$ cat src/rtl/interp_pass_sequencer.sv
// Issue sequencer for the HEVC sub-pixel interpolation datapath: one horizontal
// pass over the integer rows, then four vertical column passes, with delayed write strobes.
module interp_pass_sequencer #(
  parameter int NUM_PIXEL   = 8,
  parameter int FIR_LATENCY = 1,
  parameter int IDX_W       = 8
) (
  input  logic             clock,
  input  logic             reset,
  input  logic             start,
  input  logic             hold,
  output logic             busy,
  output logic             done,
  output logic             issue_vld,
  output logic [1:0]       src_sel,
  output logic             dir,
  output logic [IDX_W-1:0] idx,
  output logic             wr_en,
  output logic [1:0]       wr_src,
  output logic             wr_dir,
  output logic [IDX_W-1:0] wr_idx
);

  typedef enum logic [2:0] {
    IDLE  = 3'd0,
    HORIZ = 3'd1,
    VERT  = 3'd2,
    DRAIN = 3'd3,
    DONE  = 3'd4
  } state_t;

  typedef struct packed {
    logic             vld;
    logic [1:0]       src;
    logic             dir;
    logic [IDX_W-1:0] idx;
  } stage_t;

  localparam int unsigned     LAT      = FIR_LATENCY;
  localparam logic [IDX_W-1:0] LAST_ROW = IDX_W'(NUM_PIXEL + 6);
  localparam logic [IDX_W-1:0] LAST_COL = IDX_W'(NUM_PIXEL - 1);

  state_t           state, state_next;
  logic [IDX_W-1:0] idx_q, idx_next;
  logic [1:0]       src_q, src_next;
  logic             issue;
  logic             pending;
  stage_t           pipe [0:LAT-1];

  always_ff @(posedge clock or posedge reset) begin
    if (reset) begin
      state <= IDLE;
      idx_q <= '0;
      src_q <= '0;
    end else begin
      state <= state_next;
      idx_q <= idx_next;
      src_q <= src_next;
    end
  end

  // Valid beats still in flight ahead of the output stage; the beat sitting in
  // the output stage is written this cycle, so DRAIN may leave alongside it.
  always_comb begin
    pending = 1'b0;
    for (int unsigned i = 1; i < LAT; i++) begin
      pending = pending | pipe[i-1].vld;
    end
  end

  always_comb begin
    state_next = state;
    idx_next   = idx_q;
    src_next   = src_q;
    issue      = 1'b0;
    case (state)
      IDLE: begin
        if (start) begin
          state_next = HORIZ;
          idx_next   = '0;
          src_next   = '0;
        end
      end
      HORIZ: begin
        if (!hold) begin
          issue = 1'b1;
          if (idx_q == LAST_ROW) begin
            state_next = VERT;
            idx_next   = '0;
            src_next   = '0;
          end else begin
            idx_next = idx_q + IDX_W'(1);
          end
        end
      end
      VERT: begin
        if (!hold) begin
          issue = 1'b1;
          if (idx_q == LAST_COL) begin
            idx_next = '0;
            src_next = src_q + 2'd1;
            if (src_q == 2'd3) state_next = DRAIN;
          end else begin
            idx_next = idx_q + IDX_W'(1);
          end
        end
      end
      DRAIN: begin
        if (!pending) state_next = DONE;
      end
      DONE: begin
        state_next = IDLE;
      end
      default: begin
        state_next = IDLE;
      end
    endcase
  end

  // The FIR bank is free-running, so the pipe shifts every cycle regardless of hold.
  always_ff @(posedge clock or posedge reset) begin
    if (reset) begin
      for (int unsigned i = 0; i < LAT; i++) begin
        pipe[i] <= '0;
      end
    end else begin
      pipe[0] <= {issue, src_q, (state == VERT), idx_q};
      for (int unsigned i = 1; i < LAT; i++) begin
        pipe[i] <= pipe[i-1];
      end
    end
  end

  assign busy      = (state != IDLE);
  assign done      = (state == DONE);
  assign issue_vld = issue;
  assign src_sel   = src_q;
  assign dir       = (state == VERT);
  assign idx       = idx_q;
  assign wr_en     = pipe[LAT-1].vld;
  assign wr_src    = pipe[LAT-1].src;
  assign wr_dir    = pipe[LAT-1].dir;
  assign wr_idx    = pipe[LAT-1].idx;

endmodule

$ cat config.mk
export PLATFORM = sky130hd
export DESIGN_NAME = interp_pass_sequencer
export DESIGN_NICKNAME = d
export VERILOG_FILES = /design/src/rtl/interp_pass_sequencer.sv
export SDC_FILE = /design/constraint.sdc
export NUM_CORES = 1
export LEC_CHECK = 0
export ABC_AREA = 1
export CAP_MARGIN = 20
export CORE_MARGIN = 5
export CORE_UTILIZATION = 49
export DETAILED_ROUTE_END_ITERATION = 16
export HOLD_SLACK_MARGIN = 0.06
export PLACE_DENSITY = 0.83
export SLEW_MARGIN = 20
export SYNTH_ARGS = -nofsm -noshare
export SYNTH_HDL_FRONTEND = slang
export SYNTH_SLANG_ARGS = --single-unit
$ cat constraint.sdc
create_clock -name clock -period 2 [get_ports clock]
set_clock_uncertainty 0.2 [all_clocks]
set_input_delay 0.4 -clock clock [delete_from_list [all_inputs] [get_ports clock]]
set_output_delay 0.4 -clock clock [all_outputs]
set_load 0.02 [all_outputs]
==> run_results.csv <==
group,metric,value,unit
clock_network,cts_buffers,3,
worst_setup_path,crit_slowest_cell,"dfrtp_2",
yosys,synth-xor-area-share,0.686,%
sta,hold_ws,206,ps
yosys,synth_flop_cell,"dfrtp_1",
sta,timing.final.crit_period,1980,ps
detailed_routing,drt_iter0_markers,53,
worst_setup_path,path_cells,"nor2_4, nand2_1, nand2_2, inv_2, nor2_4, buf_6",
worst_setup_path,crit_arrival,1380,ps
grt,grt.total_usage,18.1,%
pwr,power_density,1240,mW/mm2
worst_setup_path,crit_fanout,4,
placed_design,placedCellCount,234,
worst_setup_path,crit_type,"reg -> out",
worst_setup_path,path_common_cell,"nor2_4",
grt,grt_pass1_wl,5020,um
detailed_routing,vias,1253,
grt,antenna_found_initial,0,
layout,n_antenna_cell,0,
yosys,ys_async_sr_fraction,100,%
floorplanning,core-area,0.00248,mm2
yosys,syn_avg_cell_area,7.84,um2
detailed_routing,ant_nets,0,
sta,finalCritPeriodShare,98.9,%
placed_design,hpwl,2340,um
detailed_routing,post-route-drc-count,0,
sta,finalSetupViolCount,0,
layout,syn_to_final_growth,35.9,%
pwr,leakagePower,0.996,nW
placed_design,numPortBuffers,29,
grt,overflow,0,
placed_design,place_congestion,0.814,
yosys,synth_enable_flop_cells,0,
layout,fin_cells,241,
clock_network,cts_tree,"done",
yosys,synth-simple-area-share,36.0,%
sta,hold_viol,0,
yosys,syn_area,0.00128,mm2
sta,rsz0062_at_grt,"true",
clock_network,cts.sinks,25,
pwr,ir_drop,981,uV
detailed_routing,wl_per_cell,12.5,um
clock_network,clockRootBuffer,"clkbuf_4",
grt,use_met3,2.73,%
clock_network,clk_latency,320,ps
yosys,synth_seq_cells,25,
yosys,syn_inst,163,
grt,grt_max_degree,26,
floorplanning,die_area,0.00373,mm2
yosys,postSynthNetCount,170,
placed_design,placed_area,0.00169,mm2
clock_network,postCtsHoldBufs,0,
yosys,seq_area_frac_synth,49.0,%
detailed_routing,drt-total-wl,3010,um
yosys,synth-compound-area-share,3.04,%
yosys,yosys_warnings,0,
floorplanning,rows,18,
floorplanning,start_util,51.6,%
placed_design,dp_slack,-211,ps
sta,fin_ws,21.5,ps
floorplanning,io_pins,30,
worst_hold_path,hold_path.class,"in -> async",
detailed_routing,dr.pass1.iters,4,
yosys,yosys-mux-area-fraction,0,%
yosys,synth_fa_ha_area_share,2.94,%
worst_setup_path,crit_required,1400,ps
outcome,status,"complete, no violations",
clock_network,cts.clk_slew.worst_paths,130,ps
detailed_routing,vias_per_cell,5.20,
floorplanning,die_w,61.1,um
sta,slew_headroom,79.7,%
sta,max_freq,0.505,GHz
sta,worst_pin_slew,305,ps
layout,final_area,0.00174,mm2
floorplanning,fp.dieH,61.1,um
grt,met1_usage,21.4,%
worst_setup_path,crit_path_max_incr_delay,470,ps
clock_network,htreeDepth,1,
clock_network,clock_path_buffers,2,
layout,drive_above_1_share,19.4,%
sta,maxSlewViolCount,0,
worst_setup_path,cp-start-kind,"register",
grt,first_global_vias,1159,
yosys,ys_types,21,
layout,fin_nets,219,
yosys,synth_top_family_by_area,"simple AND/OR/NAND/NOR gates",
pwr,finalPower,2.16,mW
grt,grtUsageMet2,32.8,%
grt,grt-busiest-layer,"met2",
worst_setup_path,end_kind,"output port",
run,drv_cap,0,
[cells by family (layout without fill, tap and decap cells)]
kind of cell	Yosys count	in the layout
DFF	25	25
xor gates and xnor gates	1	1
AOI/OAI and AO/OA	7	7
buffers and inverters	23	71
adders and majority gates	3	3
and+or+nand+nor	104	104
[critical path: cells and delay by family (launching register included)]
kind	cells	cell delay [ps]
flops	1	470
simple gates	4	420
buf+inv	2	170
[synthesized netlist by cell type, types with 2 or more instances]
cell | count | area share (%)
nand3b_1 | 2 | 1.2
nand4_1 | 4 | 2.0
nor2_4 | 2 | 1.8
ha_1 | 3 | 2.9
buf_6 | 2 | 1.8
nand2_1 | 54 | 16
o21ai_0 | 3 | 1.2
nand2_2 | 2 | 0.98
inv_1 | 18 | 5.3
o21ai_1 | 2 | 0.78
nor2_1 | 18 | 5.3
dfrtp_1 | 25 | 49
nand3_1 | 20 | 7.8
[where the power goes]
part           internal [mW]  switching [mW]  total (mW)
Combinational          0.519           0.717        1.24
Sequential             0.606          0.0955       0.701
Clock                 0.0781           0.145       0.223
[cell usage in the layout, fill, tap and decap left out, types with 4 or more instances in the layout]
| cell type | n |
|---|---|
| nand2_1 | 53 |
| dfrtp_1 | 22 |
| nand3_1 | 20 |
| buf_4 | 19 |
| nor2_1 | 17 |
| clkdlybuf4s50_1 | 17 |
| inv_1 | 15 |
| dlygate4sd2_1 | 6 |
| nand4_1 | 4 |
| inv_2 | 4 |
[per-stage QoR]
| stage | TNS (ps) | utilization [%] |
|---|---|---|
| after global placement | -167 | 68.1 |
| after CTS | 0 | 68.9 |
| final | 0 | 70.1 |
| after floorplan | 0 | - |
| after global routing | -47.2 | 70.1 |
| after detailed placement | -305 | 68.1 |
[worst paths after layout]
check,from,endpoint,slack (ps),depth (start not counted)
setup / recovery,state[0],issue_vld,20,6
hold / removal,reset,wr_idx[6],210,3
setup reg to reg,idx[1],state[0],130,7
hold reg to reg,src_sel[1],wr_src[1],240,0
max in group asynchronous,reset,idx[0],1140,3
min in group clock,src_sel[1],wr_src[1],240,0
[repair_timing]
| item | in CTS | in global routing |
|---|---|---|
| pin swaps | 0 | 3 |
| buffers inserted | 1 | 2 |
| resized for setup | 25 | 12 |
| setup endpoints to repair | 10 | 9 |
[per-layer routing]
layer | wire length [um] | share of wire (%)
met5 | 0 | 0
met4 | 71 | 2.4
met3 | 190 | 6.3
met2 | 1560 | 52
met1 | 1190 | 40
[state kept, by name, summed over array words and instances (netlist names)]
name     flops
wr_idx       8
idx          8
src_sel      2
state        3
wr_src       2
wr_en        1
wr_dir       1
[cell type report]
| cell class | count | area, um2 |
|---|---|---|
| sequential | 25 | 629 |
| timing repair buffer | 47 | 412 |
| tap | 30 | 37.5 |
| multi-input combinational | 115 | 556 |
| inverter | 20 | 76.3 |
| clock buffer | 4 | 26.3 |
| fill | 198 | 741 |
No activity file was read; power rests on OpenSTA's default activity.
